## config.mk

```make
export PLATFORM = sky130hd
export DESIGN_NAME = pixel_unpacker_flat
export DESIGN_NICKNAME = d
export VERILOG_FILES = /design/src/rtl/pixel_unpacker_if.sv /design/src/rtl/pixel_unpacker.sv /design/src/flat_wrapper.sv
export SDC_FILE = /design/constraint.sdc
export NUM_CORES = 1
export LEC_CHECK = 0
export ABC_AREA = 1
export CAP_MARGIN = 10
export CORE_ASPECT_RATIO = 1.25
export CORE_MARGIN = 2
export CORE_UTILIZATION = 48
export CTS_CLUSTER_SIZE = 25
export DETAILED_ROUTE_END_ITERATION = 16
export PLACE_DENSITY_LB_ADDON = 0.05
export SLEW_MARGIN = 30
export SYNTH_ARGS = -nofsm -noshare
export SYNTH_HDL_FRONTEND = slang
export SYNTH_SLANG_ARGS = --single-unit
export TNS_END_PERCENT = 10
```

## constraint.sdc

```tcl
create_clock -name clk -period 3.5 [get_ports clk]
set_clock_uncertainty 0.1 [all_clocks]
set_input_delay 0.35 -clock clk [delete_from_list [all_inputs] [get_ports clk]]
set_output_delay 0.35 -clock clk [all_outputs]
set_load 0.1 [all_outputs]
```

## src/rtl/pixel_unpacker_if.sv

```systemverilog
// Handshake bundle for the word-to-pixel gearbox: packed-word input side and
// RGB pixel output side, each with valid/ready.
interface pixel_unpacker_if;
  logic [31:0] in_word;
  logic        in_valid;
  logic        in_last;
  logic        in_ready;
  logic [23:0] out_pixel;
  logic        out_valid;
  logic        out_last;
  logic        out_partial;
  logic        out_ready;

  modport slave (
    input  in_word, in_valid, in_last, out_ready,
    output in_ready, out_pixel, out_valid, out_last, out_partial
  );

  modport master (
    output in_word, in_valid, in_last, out_ready,
    input  in_ready, out_pixel, out_valid, out_last, out_partial
  );
endinterface

```

## src/rtl/pixel_unpacker.sv

```systemverilog
// Gearbox restoring 24-bit {r,g,b} pixels from packed 32-bit words (3 words = 4 pixels),
// with optional end-of-frame flush that pads a short final pixel.
module pixel_unpacker #(
  parameter bit         LAST_EN  = 1'b1,
  parameter logic [7:0] PAD_BYTE = 8'h00
) (
  input  logic             clk,
  input  logic             rst_h,
  pixel_unpacker_if.slave  bus
);

  typedef enum logic {RUN = 1'b0, FLUSH = 1'b1} state_t;

  state_t      state_q, state_d;
  // Oldest byte sits in [47:40]; bytes at positions >= cnt_q are kept zero.
  logic [47:0] buf_q, buf_d;
  logic [2:0]  cnt_q, cnt_d;

  logic        push, pop;
  logic        in_ready, out_valid, out_last, out_partial;
  logic [23:0] out_pixel;
  logic [1:0]  pop_n;
  logic [1:0]  consumed;
  logic [2:0]  keep;
  logic [47:0] shifted, word_ext;

  always_ff @(posedge clk or posedge rst_h) begin
    if (rst_h) begin
      state_q <= RUN;
      cnt_q   <= '0;
      buf_q   <= '0;
    end else begin
      state_q <= state_d;
      cnt_q   <= cnt_d;
      buf_q   <= buf_d;
    end
  end

  always_comb begin
    state_d = state_q;
    case (state_q)
      RUN:     if (push && bus.in_last && LAST_EN) state_d = FLUSH;
      FLUSH:   if (pop && out_last)                state_d = RUN;
      default: state_d = RUN;
    endcase
  end

  always_comb begin
    in_ready    = 1'b0;
    out_valid   = 1'b0;
    out_last    = 1'b0;
    out_partial = 1'b0;
    out_pixel   = buf_q[47:24];
    pop_n       = 2'd3;
    if (state_q == FLUSH) begin
      out_valid = (cnt_q != 3'd0);
      if (cnt_q >= 3'd3) begin
        out_last = (cnt_q == 3'd3);
      end else begin
        // Short tail: present what is left MSB-first and drain it in one pop.
        out_last    = 1'b1;
        out_partial = 1'b1;
        pop_n       = cnt_q[1:0];
        out_pixel   = {buf_q[47:40], (cnt_q == 3'd2) ? buf_q[39:32] : PAD_BYTE, PAD_BYTE};
      end
    end else begin
      out_valid = (cnt_q >= 3'd3);
      in_ready  = !rst_h && ((cnt_q <= 3'd2) ||
                             ((cnt_q <= 3'd5) && bus.out_ready && out_valid));
    end
  end

  assign push = bus.in_valid & in_ready;
  assign pop  = out_valid & bus.out_ready;

  // Pop shifts the oldest bytes out; a push lands right behind what remains (at most 2 bytes).
  always_comb begin
    consumed = pop ? pop_n : 2'd0;
    keep     = cnt_q - {1'b0, consumed};
    shifted  = buf_q << {consumed, 3'b000};
    word_ext = {bus.in_word, 16'h0000} >> {keep, 3'b000};
    buf_d    = push ? (shifted | word_ext) : shifted;
    cnt_d    = push ? (keep + 3'd4) : keep;
  end

  assign bus.in_ready    = in_ready;
  assign bus.out_valid   = out_valid;
  assign bus.out_pixel   = out_pixel;
  assign bus.out_last    = LAST_EN ? out_last : 1'b0;
  assign bus.out_partial = LAST_EN ? out_partial : 1'b0;

endmodule

```

## src/flat_wrapper.sv

```systemverilog
// flat-port wrapper written by rule: the top's interface ports become plain ports
module pixel_unpacker_flat 
#(
  parameter bit         LAST_EN  = 1'b1,
  parameter logic [7:0] PAD_BYTE = 8'h00
)
  (clk, rst_h, bus_in_word, bus_in_valid, bus_in_last, bus_out_ready, bus_in_ready, bus_out_pixel, bus_out_valid, bus_out_last, bus_out_partial);
  pixel_unpacker_if bus_i ();
  input  logic clk;
  input  logic rst_h;
  input wire logic [$bits(bus_i.in_word)-1:0] bus_in_word;
  input wire logic [$bits(bus_i.in_valid)-1:0] bus_in_valid;
  input wire logic [$bits(bus_i.in_last)-1:0] bus_in_last;
  input wire logic [$bits(bus_i.out_ready)-1:0] bus_out_ready;
  output wire logic [$bits(bus_i.in_ready)-1:0] bus_in_ready;
  output wire logic [$bits(bus_i.out_pixel)-1:0] bus_out_pixel;
  output wire logic [$bits(bus_i.out_valid)-1:0] bus_out_valid;
  output wire logic [$bits(bus_i.out_last)-1:0] bus_out_last;
  output wire logic [$bits(bus_i.out_partial)-1:0] bus_out_partial;
  assign bus_i.in_word = bus_in_word;
  assign bus_i.in_valid = bus_in_valid;
  assign bus_i.in_last = bus_in_last;
  assign bus_i.out_ready = bus_out_ready;
  assign bus_in_ready = bus_i.in_ready;
  assign bus_out_pixel = bus_i.out_pixel;
  assign bus_out_valid = bus_i.out_valid;
  assign bus_out_last = bus_i.out_last;
  assign bus_out_partial = bus_i.out_partial;
  pixel_unpacker #(.LAST_EN(LAST_EN), .PAD_BYTE(PAD_BYTE)) u_core (.clk(clk), .rst_h(rst_h), .bus(bus_i));
endmodule
```

======== Word-level counts from Yosys, hierarchy flattened ========
Index checks and enable logic that the tools add are counted.
word-level totals
  register bits after elaboration ......... 52
  input bits .............................. 37
  output and inout port bits .............. 28
  word-level logic and storage cells ...... 41
operators by class
  add/subtract/negate cells ............... 2
  order comparisons ....................... 3
  equality and inequality tests ........... 2
  shifts and indexed selects .............. 2
  mux-type cells .......................... 17
  bitwise logic cells ..................... 4
  reduce and logical (&&, ||, !) cells .... 8
operators with widths
  kind                 count
  $mux 48              1
  $or 48x48->48        1
  $shl 48x5->48        1
  $shr 48x6->48        1
  $mux 16              2
  $mux 1               8
  $mux 8               1
  $eq 3x2->1 const B   2
  $mux 2               3
  $logic_and 1x1->1    5
  $add 3x3->3 const B  1
  $ge 3x2->1 const B   1
  $le 3x2->1 const B   1
  $le 3x3->1 const B   1
  $mux 3               1
  $reduce_bool 3->1    1
  $sub 3x2->3          1
  $and 1x1->1          2
  $pmux 1 s2           1
  $logic_not 1->1      1
  $logic_or 1x1->1     1
  $not 1->1            1

======== Depth between registers and ports, before layout ========
Gate-level depths: netlist of run 1.
  depth in word-level cells ............... 10
  mapped depth ............................ 15
  gate-level depth less buffers ........... 12

======== Least setup slack after synthesis of run 1 ========
OpenSTA, ideal clock, no wires.
  path type ............................... input -> register
  from .................................... input rst_h
  to ...................................... register u_core.buf_q[47]
  setup time .............................. 0.068 ns
  arrival time ............................ 3.853 ns
  required time ........................... 3.332 ns
  slack ................................... -0.521 ns
  stages .................................. 8
  path buffers ............................ 1
  cells stage by stage .................... inv_1 nand3_1 nor2_1 nand2_1 nor2_2 buf_2 nand2_1 nand3_1
between the ends
  longest elaborated chain between the ends .. 5
RTL lines
  what                        RTL line              text
  start: declaration          flat_wrapper.sv:10    input logic rst_h;
  $logic_not 1->1             pixel_unpacker.sv:68  in_ready = !rst_h && ((cnt_q <= 3'd2) ||
  $logic_and 1x1->1           pixel_unpacker.sv:68
  $mux 1                      pixel_unpacker.sv:55  if (state_q == FLUSH) begin
  named net bus_in_ready      flat_wrapper.sv:15    output wire logic [$bits(bus_i.in_ready)-1:0] bus_in_ready;
  $and 1x1->1                 pixel_unpacker.sv:73  assign push = bus.in_valid & in_ready;
  $mux 48                     pixel_unpacker.sv:82  buf_d = push ? (shifted | word_ext) : shifted;
  named net u_core.buf_d[47]  pixel_unpacker.sv:16  logic [47:0] buf_q, buf_d;
  end signal: assignment      pixel_unpacker.sv:35  buf_q <= buf_d;
  end: declaration            pixel_unpacker.sv:16
The timed path passes the listed nets, and every way through them passes these cells.

======== Final worst setup path of run 1 ========
  from .................................... register u_core.cnt_q[2]
  to ...................................... register u_core.buf_q[9]
between the ends
  longest elaborated chain between the ends .. 8
  elaborated cells on any way between the ends .. 20
  those cells by class .................... add/sub: 1; order compare: 3; shift: 2; mux: 6; bitwise: 3; reduce/logical: 5
RTL lines
  what                                              RTL line                                    text
  start: declaration                                pixel_unpacker.sv:17                        logic [2:0] cnt_q, cnt_d;
  start signal: assignment                          pixel_unpacker.sv:34                        cnt_q <= cnt_d;
  $ge 3x2->1, or another cell as far along          pixel_unpacker.sv:57, pixel_unpacker.sv:67
  $mux 2, or another cell as far along              pixel_unpacker.sv:57                        if (cnt_q >= 3'd3) begin
  $mux 2, or another cell as far along              pixel_unpacker.sv:55
  $mux 2 or $logic_or 1x1->1 (tied branches)        pixel_unpacker.sv:78, pixel_unpacker.sv:68
  $sub 3x2->3 or $logic_and 1x1->1 (tied branches)  pixel_unpacker.sv:79, pixel_unpacker.sv:68
  $shr 48x6->48 or $mux 1 (tied branches)           pixel_unpacker.sv:81, pixel_unpacker.sv:55
  $or 48x48->48 or $and 1x1->1 (tied branches)      pixel_unpacker.sv:82, pixel_unpacker.sv:73
  $mux 48 *                                         pixel_unpacker.sv:82
  named net u_core.buf_d[9]                         pixel_unpacker.sv:16
The timed path passes the listed nets; every way through them passes the cells marked *.

==> impl_metrics.py, run 1 <==
metrics = {
    "die": {
        "io_pins": 65,
        "die_h_um": 106,
        "core_um2": 8100,
        "initial_core_util_pct": 48.8,
        "row_count": 37,
        "fp.dieArea_um2": 8990,
        "die_w_um": 85.2,
    },
    "placed_design": {
        "place_inst": 772,
        "hpwl_mm": 7.24,
        "port_buffers": 64,
        "gp_congestion": 0.859,
        "placed_area_um2": 4520,
    },
    "yosys": {
        "synth_nets": 684,
        "synth_most_common_cell": "nand2_1",
        "ys.warnings.count": 0,
        "synth-seq-cells": 52,
        "synth_cell_type_count": 28,
        "ys.flop_type": "dfrtp_1",
        "synthCells": 645,
        "synth_area_um2": 3960,
        "synthTopCellsByArea": "dfrtp_1 33%, nand2_1 22%, nand3_1 14%",
        "async_flop_share_pct": 100,
        "syn_avg_cell_area_um2": 6.13,
        "synth.largest_area_cell": "dfrtp_1",
        "synth_edf_count": 0,
        "yosysSeqAreaShare_pct": 32.9,
        "yosysTopAreaCellShare_pct": 32.9,
        "ys_top_cells_by_count": "233 x nand2_1, 113 x nand3_1, 100 x inv_1, 52 x dfrtp_1, 41 x o21ai_0",
    },
    "drt": {
        "antenna_left": 0,
        "vias_per_cell": 5.15,
        "detail_route.wl_per_cell_um": 12.9,
        "drt-total-wl_mm": 10.1,
        "dr.pass1.iters": 6,
        "drt_iter0_markers": 394,
        "vias": 4018,
        "drc": 0,
    },
    "timing": {
        "post-route-period-util_pct": 83.4,
        "timing.hold.ws_ns": 0.447,
        "drv_slew": 0,
        "max_slew.worst_pin.slew_ns": 0.965,
        "hold_viol": 0,
        "period_needed_ns": 2.92,
        "rsz0062_at_grt": "no",
        "max_freq_mhz": 343,
        "setup_tns_ns": 0,
        "slew_headroom_pct": 35.5,
        "finalSetupViolations": 0,
    },
    "worst_hold_path": {
        "holdCritStartpoint": "u_core.buf_q[2]$_DFF_PP0_",
        "holdPathEnd": "u_core.buf_q[2]$_DFF_PP0_",
        "hold_depth": 2,
        "hp-class": "register to register",
    },
    "clock_tree": {
        "clock-root-buffer": "clkbuf_8",
        "cts_setup_buffers": 0,
        "cts_tree": "yes",
        "cts_resized": 0,
        "holdBufCountCts": 0,
        "clock_sinks": 52,
        "clock_latency_ns": 0.30,
        "clockBufferDepth": 2,
        "cts_made_buffers": 5,
        "path_clk_slew_ns": 0.09,
        "htreeDepth": 2,
    },
    "worst_setup_path": {
        "cp_cell_sequence": "nor2_1 > nand2_2 > nand3_4 > nor2_2 > ha_1 > fa_1 > inv_1 > nor2_1 > a22oi_1 > o21ai_0 > nand2_1 > nand2_1",
        "crit_arrival_ns": 3.06,
        "cp-start-kind": "register",
        "cp_slowest_stage_delay_ns": 0.53,
        "end_kind": "register",
        "crit_type": "register to register",
        "r2r_cells": 12,
        "crit_start": "u_core.cnt_q[2]$_DFF_PP0_",
        "required_ns": 3.64,
        "slowest_stage": "fa_1",
        "rrSetupSlack_ns": 0.58,
        "path_max_fanout": 9,
        "regToRegEndpoint": "u_core.buf_q[9]$_DFF_PP0_",
        "r2r-start": "u_core.cnt_q[2]$_DFF_PP0_",
    },
    "global_route": {
        "overflow": 0,
        "antenna_found_initial": 0,
        "grt_pass1_vias": 3552,
        "gr-usage-all-layers_pct": 23.0,
        "grt_first_pass_wirelength_mm": 17.0,
        "grt_max_degree": 57,
    },
    "final_layout": {
        "design_area_um2": 4610,
        "diodes": 0,
        "drive_gt1_share_pct": 8.05,
        "nets": 721,
        "num-fill-cells": 841,
        "synthToLayoutAreaGrowth_pct": 16.5,
        "fin_cells": 780,
        "register_area_um2": 1300,
        "multi_input_area_um2": 2020,
    },
    "outcome": {
        "outcome": "finished clean",
    },
    "run": {
        "max_cap_viol_count": 0,
    },
}
==> per-stage QoR <==
stage | util [%] | setup WS (ns)
after floorplan | - | 0.579
after global placement | 55.8 | 0.475
after detailed placement | 55.8 | 0.488
after CTS | 56.9 | 0.626
after global routing | 56.9 | 0.309
final | 56.9 | 0.580
==> cell usage in the layout, fill, tap and decap left out, drive strengths merged <==
cell / synthesis / layout
o22ai: 8 / 8
o21ai: 41 / 41
dfrtp: 52 / 52
nand4: 1 / 1
fa: 1 / 1
inv: 103 / 102
nor3: 8 / 8
clkbuf: 10 / 7
ha: 1 / 1
a22oi: 7 / 7
a21boi: 1 / 1
xnor2: 1 / 1
clkinvlp: 0 / 2
nand2: 234 / 234
xor2: 1 / 1
clkdlybuf4s50: 0 / 45
nor2: 18 / 18
buf: 34 / 29
or2: 8 / 8
a21oi: 1 / 1
nand3: 115 / 115
==> per-layer routing <==
| metal | up-vias | routed length (um) | share of wire (%) | track usage (%) |
|---|---|---|---|---|
| met5 | - | 0 | 0 | 0 |
| met4 | 0 | 110 | 1.1 | 4.99 |
| met3 | 7 | 598 | 5.9 | 2.27 |
| met2 | 164 | 4170 | 41 | 33.0 |
| met1 | 1775 | 5180 | 52 | 37.2 |
| li1 | 2072 | - | - | - |
==> kinds of logic (layout without fill, tap and decap cells) <==
kind of cell	count (synthesis)	in the layout	share of synthesized area, %
and+or+nand+nor	384	384	41.7
xor gates and xnor gates	2	2	0.443
DFF	52	52	32.9
buffers and inverters	147	185	16.0
AOI/OAI and AO/OA	58	58	8.10
adders and majority gates	2	2	0.822
==> worst max path at each step <==
stage | end | slack (ns)
global placement | u_core.buf_q[15]$_DFF_PP0_ | 0.48
finish | u_core.buf_q[9]$_DFF_PP0_ | 0.58
detailed placement | u_core.buf_q[19]$_DFF_PP0_ | 0.49
floorplan | u_core.buf_q[47]$_DFF_PP0_ | 0.58
global route | u_core.buf_q[15]$_DFF_PP0_ | 0.31
CTS | u_core.buf_q[8]$_DFF_PP0_ | 0.63
==> critical path, delay by kind of cell, from the launching register on <==
family / cells / cell delay (ns)
buffers and inverters: 1 / 0.13
and+or+nand+nor: 7 / 1.06
DFF: 1 / 0.45
adders and majority gates: 2 / 0.72
AOI/OAI and AO/OA: 2 / 0.39
==> flip-flops by register name (all words and copies together), names as in the netlist <==
name	cells
u_core.buf_q	48
u_core.cnt_q	3
u_core.state_q	1
==> area by class of cell <==
cell class              instances  share of cell area [%]
repair buffers                 74                    14.8
flip-flops and latches         52                    28.2
multi-input cells             446                    43.9
clock inverters                 1                   0.163
inverters                     103                    8.47
well taps                      97                    2.63
clock buffers                   7                    1.87
Power of run 1 is not shown: default switching activity piles up to over one toggle a cycle in this logic, so the estimate is an artifact.
==> run 2: changes to the inputs <==
clock period = 2.7 ns   (was 3.5 ns; I/O delays follow)
==> run 2 against run 1 <==
  * Critical path type unchanged
  * Largest cell class unchanged
  * Worst setup slack worse by 0.43 ns
  * Register-to-register slack worse by 0.43 ns
  * Final cell count up 0.90%
  * Critical path depth up 1
  * Final area up 5.7%
  * Global-route usage about the same
  * Fmax up 15%
  * Critical endpoint is now u_core.buf_q[25]$_DFF_PP0_
  * Via count up 1.1%
  * Worst hold slack worse by 0.060 ns
  * Count of clock-buffer cells in the layout down 1
==> impl_metrics.py, run 2 (synthesis results as in run 1) <==
metrics = {
    "die": {
        "fp.dieArea_um2": 8990,
        "row_count": 37,
        "core_um2": 8100,
        "initial_core_util_pct": 48.8,
        "die_w_um": 85.2,
        "io_pins": 65,
        "die_h_um": 106,
    },
    "worst_setup_path": {
        "required_ns": 2.80,
        "r2r_cells": 13,
        "crit_arrival_ns": 2.65,
        "r2r-start": "u_core.cnt_q[2]$_DFF_PP0_",
        "cp-start-kind": "register",
        "crit_type": "register to register",
        "end_kind": "register",
        "path_max_fanout": 32,
        "rrSetupSlack_ns": 0.15,
        "regToRegEndpoint": "u_core.buf_q[25]$_DFF_PP0_",
    },
    "final_layout": {
        "fin_cells": 787,
        "top_regs": "u_core.buf_q (48), u_core.cnt_q (3), u_core.state_q (1)",
        "final_cell_mix": "232 x nand2_1, 113 x nand3_1, 99 x inv_1, 51 x dfrtp_1, 41 x o21ai_0",
        "drive_gt1_share_pct": 12.0,
        "synthToLayoutAreaGrowth_pct": 23.2,
        "diodes": 0,
        "max_flop_register": "u_core.buf_q",
        "largest_register_ffs": 48,
        "nets": 728,
        "final_common_cell": "nand2_1",
    },
    "clock_tree": {
        "holdBufCountCts": 0,
        "path_clk_slew_ns": 0.09,
        "clock-root-buffer": "clkbuf_8",
        "cts_tree": "yes",
        "cts_made_buffers": 5,
        "clockBufferDepth": 2,
        "clock_sinks": 52,
        "cts_setup_buffers": 0,
        "clock_latency_ns": 0.32,
        "htreeDepth": 2,
    },
    "global_route": {
        "overflow": 0,
        "grt_max_degree": 57,
        "antenna_found_initial": 0,
        "grt_pass1_vias": 3454,
        "gr-usage-all-layers_pct": 23.0,
        "grt_first_pass_wirelength_mm": 16.9,
    },
    "worst_hold_path": {
        "hp-class": "input pin to register",
        "holdCritStartpoint": "bus_in_last",
        "holdPathEnd": "u_core.state_q$_DFF_PP0_",
        "hold_depth": 3,
    },
    "timing": {
        "post-route-period-util_pct": 94.4,
        "period_needed_ns": 2.55,
        "slew_headroom_pct": 44.2,
        "max_slew.worst_pin.slew_ns": 0.836,
        "max_freq_mhz": 393,
        "finalSetupViolations": 0,
        "rsz0062_at_grt": "no",
        "drv_slew": 0,
        "hold_viol": 0,
    },
    "placed_design": {
        "place_inst": 779,
        "port_buffers": 64,
        "gp_congestion": 0.835,
        "hpwl_mm": 7.36,
    },
    "drt": {
        "antenna_left": 0,
        "drc": 0,
        "drt_iter0_markers": 360,
        "detail_route.wl_per_cell_um": 13.0,
        "vias_per_cell": 5.16,
        "vias": 4061,
        "dr.pass1.iters": 5,
        "drt-total-wl_mm": 10.2,
    },
    "outcome": {
        "outcome": "finished clean",
    },
    "run": {
        "max_cap_viol_count": 0,
    },
}
[run 2: cell types whose count changed in the layout (fill, tap and decap cells not counted), sizes merged]
cell	delta
clkinv	+1
bufinv	+1
clkinvlp	-1
clkdlybuf4s50	-9
clkbuf	-1
buf	+16
[run 2: stage by stage]
step / utilization, % / hold slack, ns / setup TNS [ns] / setup slack [ns] / area [um^2]
2_1_floorplan: - / 0.229 / -0.876 / -0.0577 / 3970
3_3_place_gp: 57.9 / 0.417 / -0.148 / -0.0333 / 4690
3_5_place_dp: 57.9 / 0.420 / -0.470 / -0.0623 / 4690
4_1_cts: 59.4 / 0.384 / 0 / 0.0421 / 4810
5_1_grt: 60.2 / 0.410 / 0 / 0.00934 / 4870
6_report: 60.2 / 0.387 / 0 / 0.152 / 4870
[run 2: routing by layer]
metal  up-vias  share of wire (%)  global-route usage, %
met5         -                  0                      0
met4         0                1.1                   5.90
met3         6                5.6                   2.43
met2       154                 43                   32.1
met1      1811                 51                   37.5
li1       2090                  -                      -
[run 2: timing repair]
item                                   in CTS  in global routing
setup endpoints to repair                   7                 36
pin swaps                                   0                  0
resized for setup                           1                 14
gates cloned                                0                  0
endpoints found under the hold margin       0                  0
[run 2: area by class of cell]
| type | instances | area [um^2] |
|---|---|---|
| Inverter | 103 | 390 |
| Timing Repair Buffer | 81 | 856 |
| Fill cell | 818 | 3230 |
| Tap cell | 97 | 121 |
| Multi-Input combinational cell | 446 | 2080 |
| Sequential cell | 52 | 1300 |
| Clock buffer | 6 | 82.6 |
| Clock inverter | 2 | 38.8 |
[run 2: worst max-delay path by stage]
| stage | startpoint | slack, ns | endpoint |
|---|---|---|---|
| 3_3_place_gp | bus_out_ready | -0.03 | u_core.buf_q[14]$_DFF_PP0_ |
| 5_1_grt | u_core.cnt_q[2]$_DFF_PP0_ | 0.009 | u_core.buf_q[25]$_DFF_PP0_ |
| 4_1_cts | u_core.cnt_q[2]$_DFF_PP0_ | 0.04 | u_core.buf_q[0]$_DFF_PP0_ |
| 3_5_place_dp | bus_out_ready | -0.06 | u_core.buf_q[12]$_DFF_PP0_ |
| 6_report | u_core.cnt_q[2]$_DFF_PP0_ | 0.15 | u_core.buf_q[25]$_DFF_PP0_ |
| 2_1_floorplan | u_core.cnt_q[2]$_DFF_PP0_ | -0.06 | u_core.buf_q[14]$_DFF_PP0_ |
[run 2: worst max-delay path, stage by stage, from the launching register on]
cell     delay [ns]
dfrtp_2        0.46
nor2_2         0.12
nand2_2        0.09
nand3_4        0.09
nor2_2         0.04
ha_1           0.19
fa_1           0.47
inv_1          0.16
buf_8          0.24
o21ai_0        0.11
o21ai_0        0.15
inv_1          0.07
nand2_1        0.07
nand3_1        0.07
Power of run 2 is left out for the same reason.
==> run 3: changes to the inputs <==
CAP_MARGIN = 20   (was 10)
==> results of run 3 <==
Same layout as run 2: the final DEF is identical, and so are final timing and power.
Power of run 3 is left out for the same reason.
